===== config.mk =====
export PLATFORM = sky130hd
export DESIGN_NAME = regfile_wr_sched_flat
export DESIGN_NICKNAME = d
export VERILOG_FILES = /design/src/rtl/regfile_wr_sched_if.sv /design/src/rtl/regfile_wr_sched.sv /design/src/flat_wrapper.sv
export SDC_FILE = /design/constraint.sdc
export NUM_CORES = 1
export LEC_CHECK = 0
export ABC_AREA = 1
export CAP_MARGIN = 20
export CORE_ASPECT_RATIO = 2
export CORE_MARGIN = 10
export CORE_UTILIZATION = 63
export CTS_CLUSTER_DIAMETER = 150
export CTS_CLUSTER_SIZE = 25
export DETAILED_ROUTE_END_ITERATION = 10
export DONT_BUFFER_PORTS = 1
export PLACE_DENSITY_LB_ADDON = 0.12
export SLEW_MARGIN = 10
export SYNTH_ARGS = -nofsm -noshare
export SYNTH_HDL_FRONTEND = slang
export SYNTH_SLANG_ARGS = --single-unit

===== constraint.sdc =====
create_clock -name wrclk -period 2 [get_ports wrclk]
set_clock_uncertainty 0.2 [all_clocks]
set_input_delay 0.5 -clock wrclk [delete_from_list [all_inputs] [get_ports wrclk]]
set_output_delay 0.5 -clock wrclk [all_outputs]
set_load 0.02 [all_outputs]

===== src/rtl/regfile_wr_sched_if.sv =====
// Writeback port bundle for regfile_wr_sched: two requester handshakes, clear request,
// and the registered write port that drives the register file.
interface regfile_wr_sched_if #(
  parameter int DW = 32,
  parameter int AW = 5
) ();
  // Handshake: a requester raises valid with rw/data and holds them stable until it
  // sees ready=1 in the same cycle; that cycle is the transfer. ready never waits on data.
  logic          clr;
  logic          req0_valid;
  logic [AW-1:0] req0_rw;
  logic [DW-1:0] req0_data;
  logic          req0_ready;
  logic          req1_valid;
  logic [AW-1:0] req1_rw;
  logic [DW-1:0] req1_data;
  logic          req1_ready;
  logic          regwr;
  logic [AW-1:0] rw;
  logic [DW-1:0] busW;
  logic          init_done;

  modport master (
    output clr, req0_valid, req0_rw, req0_data, req1_valid, req1_rw, req1_data,
    input  req0_ready, req1_ready, regwr, rw, busW, init_done
  );

  modport slave (
    input  clr, req0_valid, req0_rw, req0_data, req1_valid, req1_rw, req1_data,
    output req0_ready, req1_ready, regwr, rw, busW, init_done
  );
endinterface


===== src/rtl/regfile_wr_sched.sv =====
// Register-file write-port scheduler: zero sweep after reset/clear, then round-robin
// arbitration of two writeback requesters onto one registered write port.
module regfile_wr_sched #(
  parameter int DW = 32,
  parameter int AW = 5
) (
  input  logic               wrclk,
  input  logic               rst,
  regfile_wr_sched_if.slave  bus,
  output logic               dbg_state
);

  typedef enum logic {CLEAR = 1'b0, RUN = 1'b1} state_t;

  localparam logic [AW-1:0] ONE  = AW'(1);
  localparam logic [AW-1:0] LAST = '1;

  state_t        state, state_n;
  logic [AW-1:0] cnt, cnt_n;
  logic          ptr, ptr_n;
  logic          regwr_q, regwr_n;
  logic [AW-1:0] rw_q, rw_n;
  logic [DW-1:0] busw_q, busw_n;
  logic          done_q, done_n;
  logic          gnt0, gnt1, both;

  always_ff @(posedge wrclk or posedge rst) begin
    if (rst) begin
      state   <= CLEAR;
      cnt     <= ONE;
      ptr     <= 1'b0;
      regwr_q <= 1'b0;
      rw_q    <= '0;
      busw_q  <= '0;
      done_q  <= 1'b0;
    end else begin
      state   <= state_n;
      cnt     <= cnt_n;
      ptr     <= ptr_n;
      regwr_q <= regwr_n;
      rw_q    <= rw_n;
      busw_q  <= busw_n;
      done_q  <= done_n;
    end
  end

  always_comb begin
    state_n = state;
    cnt_n   = cnt;
    ptr_n   = ptr;
    regwr_n = 1'b0;
    rw_n    = rw_q;
    busw_n  = busw_q;
    done_n  = done_q;
    gnt0    = 1'b0;
    gnt1    = 1'b0;
    both    = bus.req0_valid & bus.req1_valid;
    case (state)
      CLEAR: begin
        if (bus.clr) begin
          cnt_n = ONE;
        end else begin
          // Sweep starts at 1: register 0 is hardwired zero in the file.
          regwr_n = 1'b1;
          rw_n    = cnt;
          busw_n  = '0;
          cnt_n   = cnt + ONE;
          if (cnt == LAST) begin
            state_n = RUN;
            done_n  = 1'b1;
          end
        end
      end
      RUN: begin
        if (bus.clr) begin
          state_n = CLEAR;
          cnt_n   = ONE;
          done_n  = 1'b0;
        end else begin
          gnt0 = bus.req0_valid & (~bus.req1_valid | ~ptr);
          gnt1 = bus.req1_valid & (~bus.req0_valid |  ptr);
          // A write to register 0 is acknowledged but never reaches the file.
          if (gnt0 && bus.req0_rw != '0) begin
            regwr_n = 1'b1;
            rw_n    = bus.req0_rw;
            busw_n  = bus.req0_data;
          end else if (gnt1 && bus.req1_rw != '0) begin
            regwr_n = 1'b1;
            rw_n    = bus.req1_rw;
            busw_n  = bus.req1_data;
          end
          if (both) ptr_n = ~ptr;
        end
      end
      default: state_n = CLEAR;
    endcase
  end

  assign bus.req0_ready = gnt0;
  assign bus.req1_ready = gnt1;
  assign bus.regwr      = regwr_q;
  assign bus.rw         = rw_q;
  assign bus.busW       = busw_q;
  assign bus.init_done  = done_q;
  assign dbg_state      = (state == RUN);

endmodule


===== src/flat_wrapper.sv =====
// flat-port wrapper written by rule: the top's interface ports become plain ports
module regfile_wr_sched_flat 
#(
  parameter int DW = 32,
  parameter int AW = 5
)
  (wrclk, rst, dbg_state, bus_clr, bus_req0_valid, bus_req0_rw, bus_req0_data, bus_req1_valid, bus_req1_rw, bus_req1_data, bus_req0_ready, bus_req1_ready, bus_regwr, bus_rw, bus_busW, bus_init_done);
  regfile_wr_sched_if #(.DW(DW), .AW(AW)) bus_i ();
  input  logic wrclk;
  input  logic rst;
  output logic dbg_state;
  input wire logic [$bits(bus_i.clr)-1:0] bus_clr;
  input wire logic [$bits(bus_i.req0_valid)-1:0] bus_req0_valid;
  input wire logic [$bits(bus_i.req0_rw)-1:0] bus_req0_rw;
  input wire logic [$bits(bus_i.req0_data)-1:0] bus_req0_data;
  input wire logic [$bits(bus_i.req1_valid)-1:0] bus_req1_valid;
  input wire logic [$bits(bus_i.req1_rw)-1:0] bus_req1_rw;
  input wire logic [$bits(bus_i.req1_data)-1:0] bus_req1_data;
  output wire logic [$bits(bus_i.req0_ready)-1:0] bus_req0_ready;
  output wire logic [$bits(bus_i.req1_ready)-1:0] bus_req1_ready;
  output wire logic [$bits(bus_i.regwr)-1:0] bus_regwr;
  output wire logic [$bits(bus_i.rw)-1:0] bus_rw;
  output wire logic [$bits(bus_i.busW)-1:0] bus_busW;
  output wire logic [$bits(bus_i.init_done)-1:0] bus_init_done;
  assign bus_i.clr = bus_clr;
  assign bus_i.req0_valid = bus_req0_valid;
  assign bus_i.req0_rw = bus_req0_rw;
  assign bus_i.req0_data = bus_req0_data;
  assign bus_i.req1_valid = bus_req1_valid;
  assign bus_i.req1_rw = bus_req1_rw;
  assign bus_i.req1_data = bus_req1_data;
  assign bus_req0_ready = bus_i.req0_ready;
  assign bus_req1_ready = bus_i.req1_ready;
  assign bus_regwr = bus_i.regwr;
  assign bus_rw = bus_i.rw;
  assign bus_busW = bus_i.busW;
  assign bus_init_done = bus_i.init_done;
  regfile_wr_sched #(.DW(DW), .AW(AW)) u_core (.wrclk(wrclk), .rst(rst), .bus(bus_i), .dbg_state(dbg_state));
endmodule

**Yosys cells after proc, flatten, opt, wreduce, memory -nomap -nowiden**

Cells that the tools add are included.
W data, S select, Z words.

- Register bits after elaboration: 46
- Word-level logic and storage cells: 60

- $add $sub $neg: 1
- Eq/ne operators: 6
- Mux-type cells: 29
- Bitwise operators: 10
- Reductions and logical operators: 7

Operators with widths:

| kind | count |
|---|---|
| $mux W32 | 4 |
| $pmux W32 S2 | 1 |
| $mux W5 | 6 |
| $pmux W5 S2 | 2 |
| $mux W1 | 13 |
| $reduce_bool A5 Y1 | 2 |
| $reduce_and A3 Y1 | 3 |
| $ne A2 B2 Y1 const B | 3 |
| $pmux W1 S2 | 3 |
| $add A5 B1 Y5 const B | 1 |
| $eq A5 B5 Y1 const B | 1 |
| $not A1 Y1 | 5 |
| $and A1 B1 Y1 | 3 |
| $ne A3 B3 Y1 const B | 1 |
| $logic_and A1 B1 Y1 | 2 |
| $ne A2 B1 Y1 const B | 1 |
| $or A1 B1 Y1 | 2 |

**Logic depth before layout (Yosys ltp)**

- Depth after elaboration: 8
- Depth in mapped cells: 10
- Gate-level depth less buffers: 9

**Least setup slack after synthesis**

Ideal clock, no wire load.

- Kind: reg2out
- Start point: register u_core.state, in the netlist u_core.dbg_state
- End point: output bus_req0_ready
- Data arrival time: 1.130 ns
- Setup slack: 0.170 ns
- Stages on the path, launching flop included: 5
- Cells stage by stage: dfrtp_1 -> inv_2 -> nor2_4 -> inv_1 -> nor2_1

- Longest elaborated chain between the ends: 1

Ends and longest elaborated chain:

| element | RTL line | text |
|---|---|---|
| start: declaration | regfile_wr_sched.sv:18 | `state_t state, state_n;` |
| start signal: assignment | regfile_wr_sched.sv:37 | `state <= state_n;` |
| $mux W1 | regfile_wr_sched.sv:58 | `case (state)` |
| end: declaration | flat_wrapper.sv:19 | `output wire logic [$bits(bus_i.req0_ready)-1:0] bus_req0_ready;` |

Every way passes these cells.

**Final worst setup path**

- Start point: register u_core.state, in the netlist u_core.dbg_state
- End point: output bus_req1_ready

- Longest elaborated chain between the ends: 1

Ends and longest elaborated chain:

| element | RTL line | text |
|---|---|---|
| $mux W1 | regfile_wr_sched.sv:58 |  |
| end: declaration | flat_wrapper.sv:20 | `output wire logic [$bits(bus_i.req1_ready)-1:0] bus_req1_ready;` |

Every way passes these cells.

==> impl_metrics.toml <==
[outcome]
status = "completed"

[cells_and_area]
layout-area-overhead-vs-synth_pct = 8.81
layout-drive-gt1-share_pct = 9.97
fin_util_pct = 70.7
multi_input_comb_area_sq_mm = 0.00115
seq_area_sq_mm = 0.00115
num_antenna_cells = 0
fillerInstances = 335
fin_cells = 412
num-nets-final = 441

[worst_setup_path]
crit_type = "reg2out"
ff2ff_setup_slack_ns = 0.24
crit_fanout = 3
worstPathArrival_ns = 1.25
critPathCapture = "bus_req1_ready"
critPathRequiredTime_ns = 1.30
endpoint_kind = "primary output"
reg2regPathDepth = 9
crit_path_start_kind = "flip-flop"
timing.rr.end = "u_core.bus.busW[17]"
critPathLaunch = "u_core.dbg_state"
r2r_start = "u_core.ptr"

[logic_synthesis]
synthesis.area_sq_mm = 0.00247
syn_nets = 432
async_flop_share_pct = 100
synth.avg_cell_area_sq_um = 7.04
synth_flop_cell = "dfrtp_1"
synthCells = 351
ys_seq_elements = 46
synth.area.top_cells = "dfrtp_1, nand2_1, nor2_1, o21bai_1, inv_1"
yosysWarnings = 0
synth-edff-count = 0
synth_top_area_cell = "dfrtp_1"
ys_seq_area_share_pct = 46.7
yosysUniqueCellTypes = 24
synth_top_area_share_pct = 45.6

[global_routing]
antenna_found_initial = 0
grt_usage_pct = 19.6
grt_max_degree = 32
grt_pass1_vias = 2136
grt_pass1_wl_microns = 10800
grt.overflow.total = 0

[timing]
max_freq_ghz = 0.512
tightest_slew_ns = 0.366
setup_viol = 0
fin_crit_sh_pct = 97.7
slew_violations = 0
hold_viol_final = 0
fin_crit_ns = 1.95
grt_setup_unrepaired = "true"
relSlewSlack_pct = 75.5

[cts]
cts_made_buffers = 5
tritoncts = "built"
clockRootBuffer = "clkbuf_8"
clock-sinks = 46
insertion_delay_ns = 0.29
cts_max_level = 2
cts.clk_slew.worst_paths_ns = 0.08
clk_path_buf_depth = 2

[power]
p_leak_nw = 1.59
vdd_drop_max_v = 0.000656
power_density_mw_per_mm2 = 651
power_mw = 1.75

[hold_path]
min_path_type = "in2reg"

[place]
hpwl_microns = 5480
place_congestion = 0.892
port_buffers = 0
dpl.cell_count = 399

[floorplan]
dieWidth_microns = 64.3
die_h_microns = 109
coreArea_sq_mm = 0.00380
start_util_pct = 64.9
ios = 121
die_area_sq_mm = 0.00698
num_rows = 32

[routing]
drcViolationCount = 0
postRouteAntennaNets = 0
drt_iter0_drc = 119
avgViaCountPerCell = 5.27
wire_per_inst_microns = 17.0
dr.pass1.iters = 4
via_count = 2171
wl_microns = 6990

[job]
drv_cap = 0
-- worst max-delay path: stages (launching register included) --
cell	delay [ns]
dfrtp_1	0.43
inv_2	0.07
nor2_4	0.13
nand2_2	0.09
nor2_4	0.10
buf_4	0.15
-- where the power goes --
part	total, mW	internal (mW)	switching [mW]
sequential	0.981	0.951	0.0308
clock	0.548	0.247	0.301
combinational	0.220	0.0772	0.143
-- cell families after synthesis --
kind of cell	Yosys count	share of synthesized area (%)
simple gates	245	39.3
flops	46	46.7
buf+inv	36	6.74
compound gates	20	5.62
xor+xnor	2	0.709
fa+ha+maj	2	1.01
-- cells in the final DEF, fill, tap and decap left out --
cell             n
o21ai_0          4
xor2_1           1
clkbuf_8         5
clkinv_4         1
inv_1           16
nor2_1          36
buf_4           14
nand3_2          1
o22ai_1          1
o21bai_1        13
inv_2            5
nand2_1        187
xnor2_1          1
dfrtp_1         45
nor4_1           1
nor2_4           2
a21oi_2          1
nand3_1         14
nand2_2          3
dlygate4sd3_1    1
ha_1             2
nor3_1           1
dfstp_2          1
buf_12           2
clkinv_2         1
clkbuf_1         1
a31oi_1          1
-- registers in the layout, summed over array words and instances (netlist names) --
| register | flops |
|---|---|
| u_core.ptr | 1 |
| u_core.bus.rw | 5 |
| u_core.cnt | 5 |
| u_core.bus.init_done | 1 |
| u_core.bus.busW | 32 |
| u_core.bus.regwr | 1 |
| u_core.dbg_state | 1 |
-- cells in the mapped netlist, types with 3 or more instances --
library cell,number
nand2_1,187
dfrtp_1,45
nor2_1,36
inv_1,19
nand3_1,14
o21bai_1,13
buf_2,10
o21ai_0,4
nand2_2,3
-- metal layers --
layer | routed length, microns | part of all wire [%] | up-vias | GRT usage (%)
met4 | 176 | 2.5 | 0 | 9.69
met5 | 0 | 0 | - | 0
met2 | 3810 | 54 | 90 | 33.9
met3 | 721 | 10 | 15 | 8.50
met1 | 2280 | 33 | 986 | 19.5
li1 | - | - | 1080 | -
-- how the worst min path moves through the flow --
stage	start	endpoint	slack, ns	cells past startpoint
3_3_place_gp	rst	u_core.bus.busW[18]	0.18	1
3_5_place_dp	rst	u_core.bus.busW[18]	0.18	1
4_1_cts	bus_clr	u_core.cnt[3]	0.07	1
2_1_floorplan	u_core.ptr	u_core.ptr	0.28	1
6_report	bus_clr	u_core.cnt[3]	0.07	1
5_1_grt	bus_clr	u_core.cnt[3]	0.07	1
-- final cells by class --
type                    instances  area share, %
repair buffers                 17           5.77
clock buffers                   6           2.70
clock inverters                 2          0.512
multi-input cells             269           42.8
inverters                      21           2.93
flip-flops and latches         46           42.9
well taps                      51           2.37
-- per-stage QoR --
stage               area (sq um)  setup TNS (ns)  setup slack (ns)  hold slack [ns]
finish                      2690               0            0.0458           0.0739
global route                2690         -0.0166           -0.0166           0.0653
CTS                         2680               0            0.0212           0.0664
detailed placement          2560               0             0.181            0.176
global placement            2560               0             0.182            0.176
floorplan                   2470               0             0.170            0.282
-- repair_timing --
action,4_1_cts,5_1_grt
setup buffers,3,1
hold buffers,1,0
resized for setup,0,2
endpoints found under the setup margin,1,1
endpoints found under the hold margin,14,0
pin swaps,1,1
(Power assumes the default switching activity.)
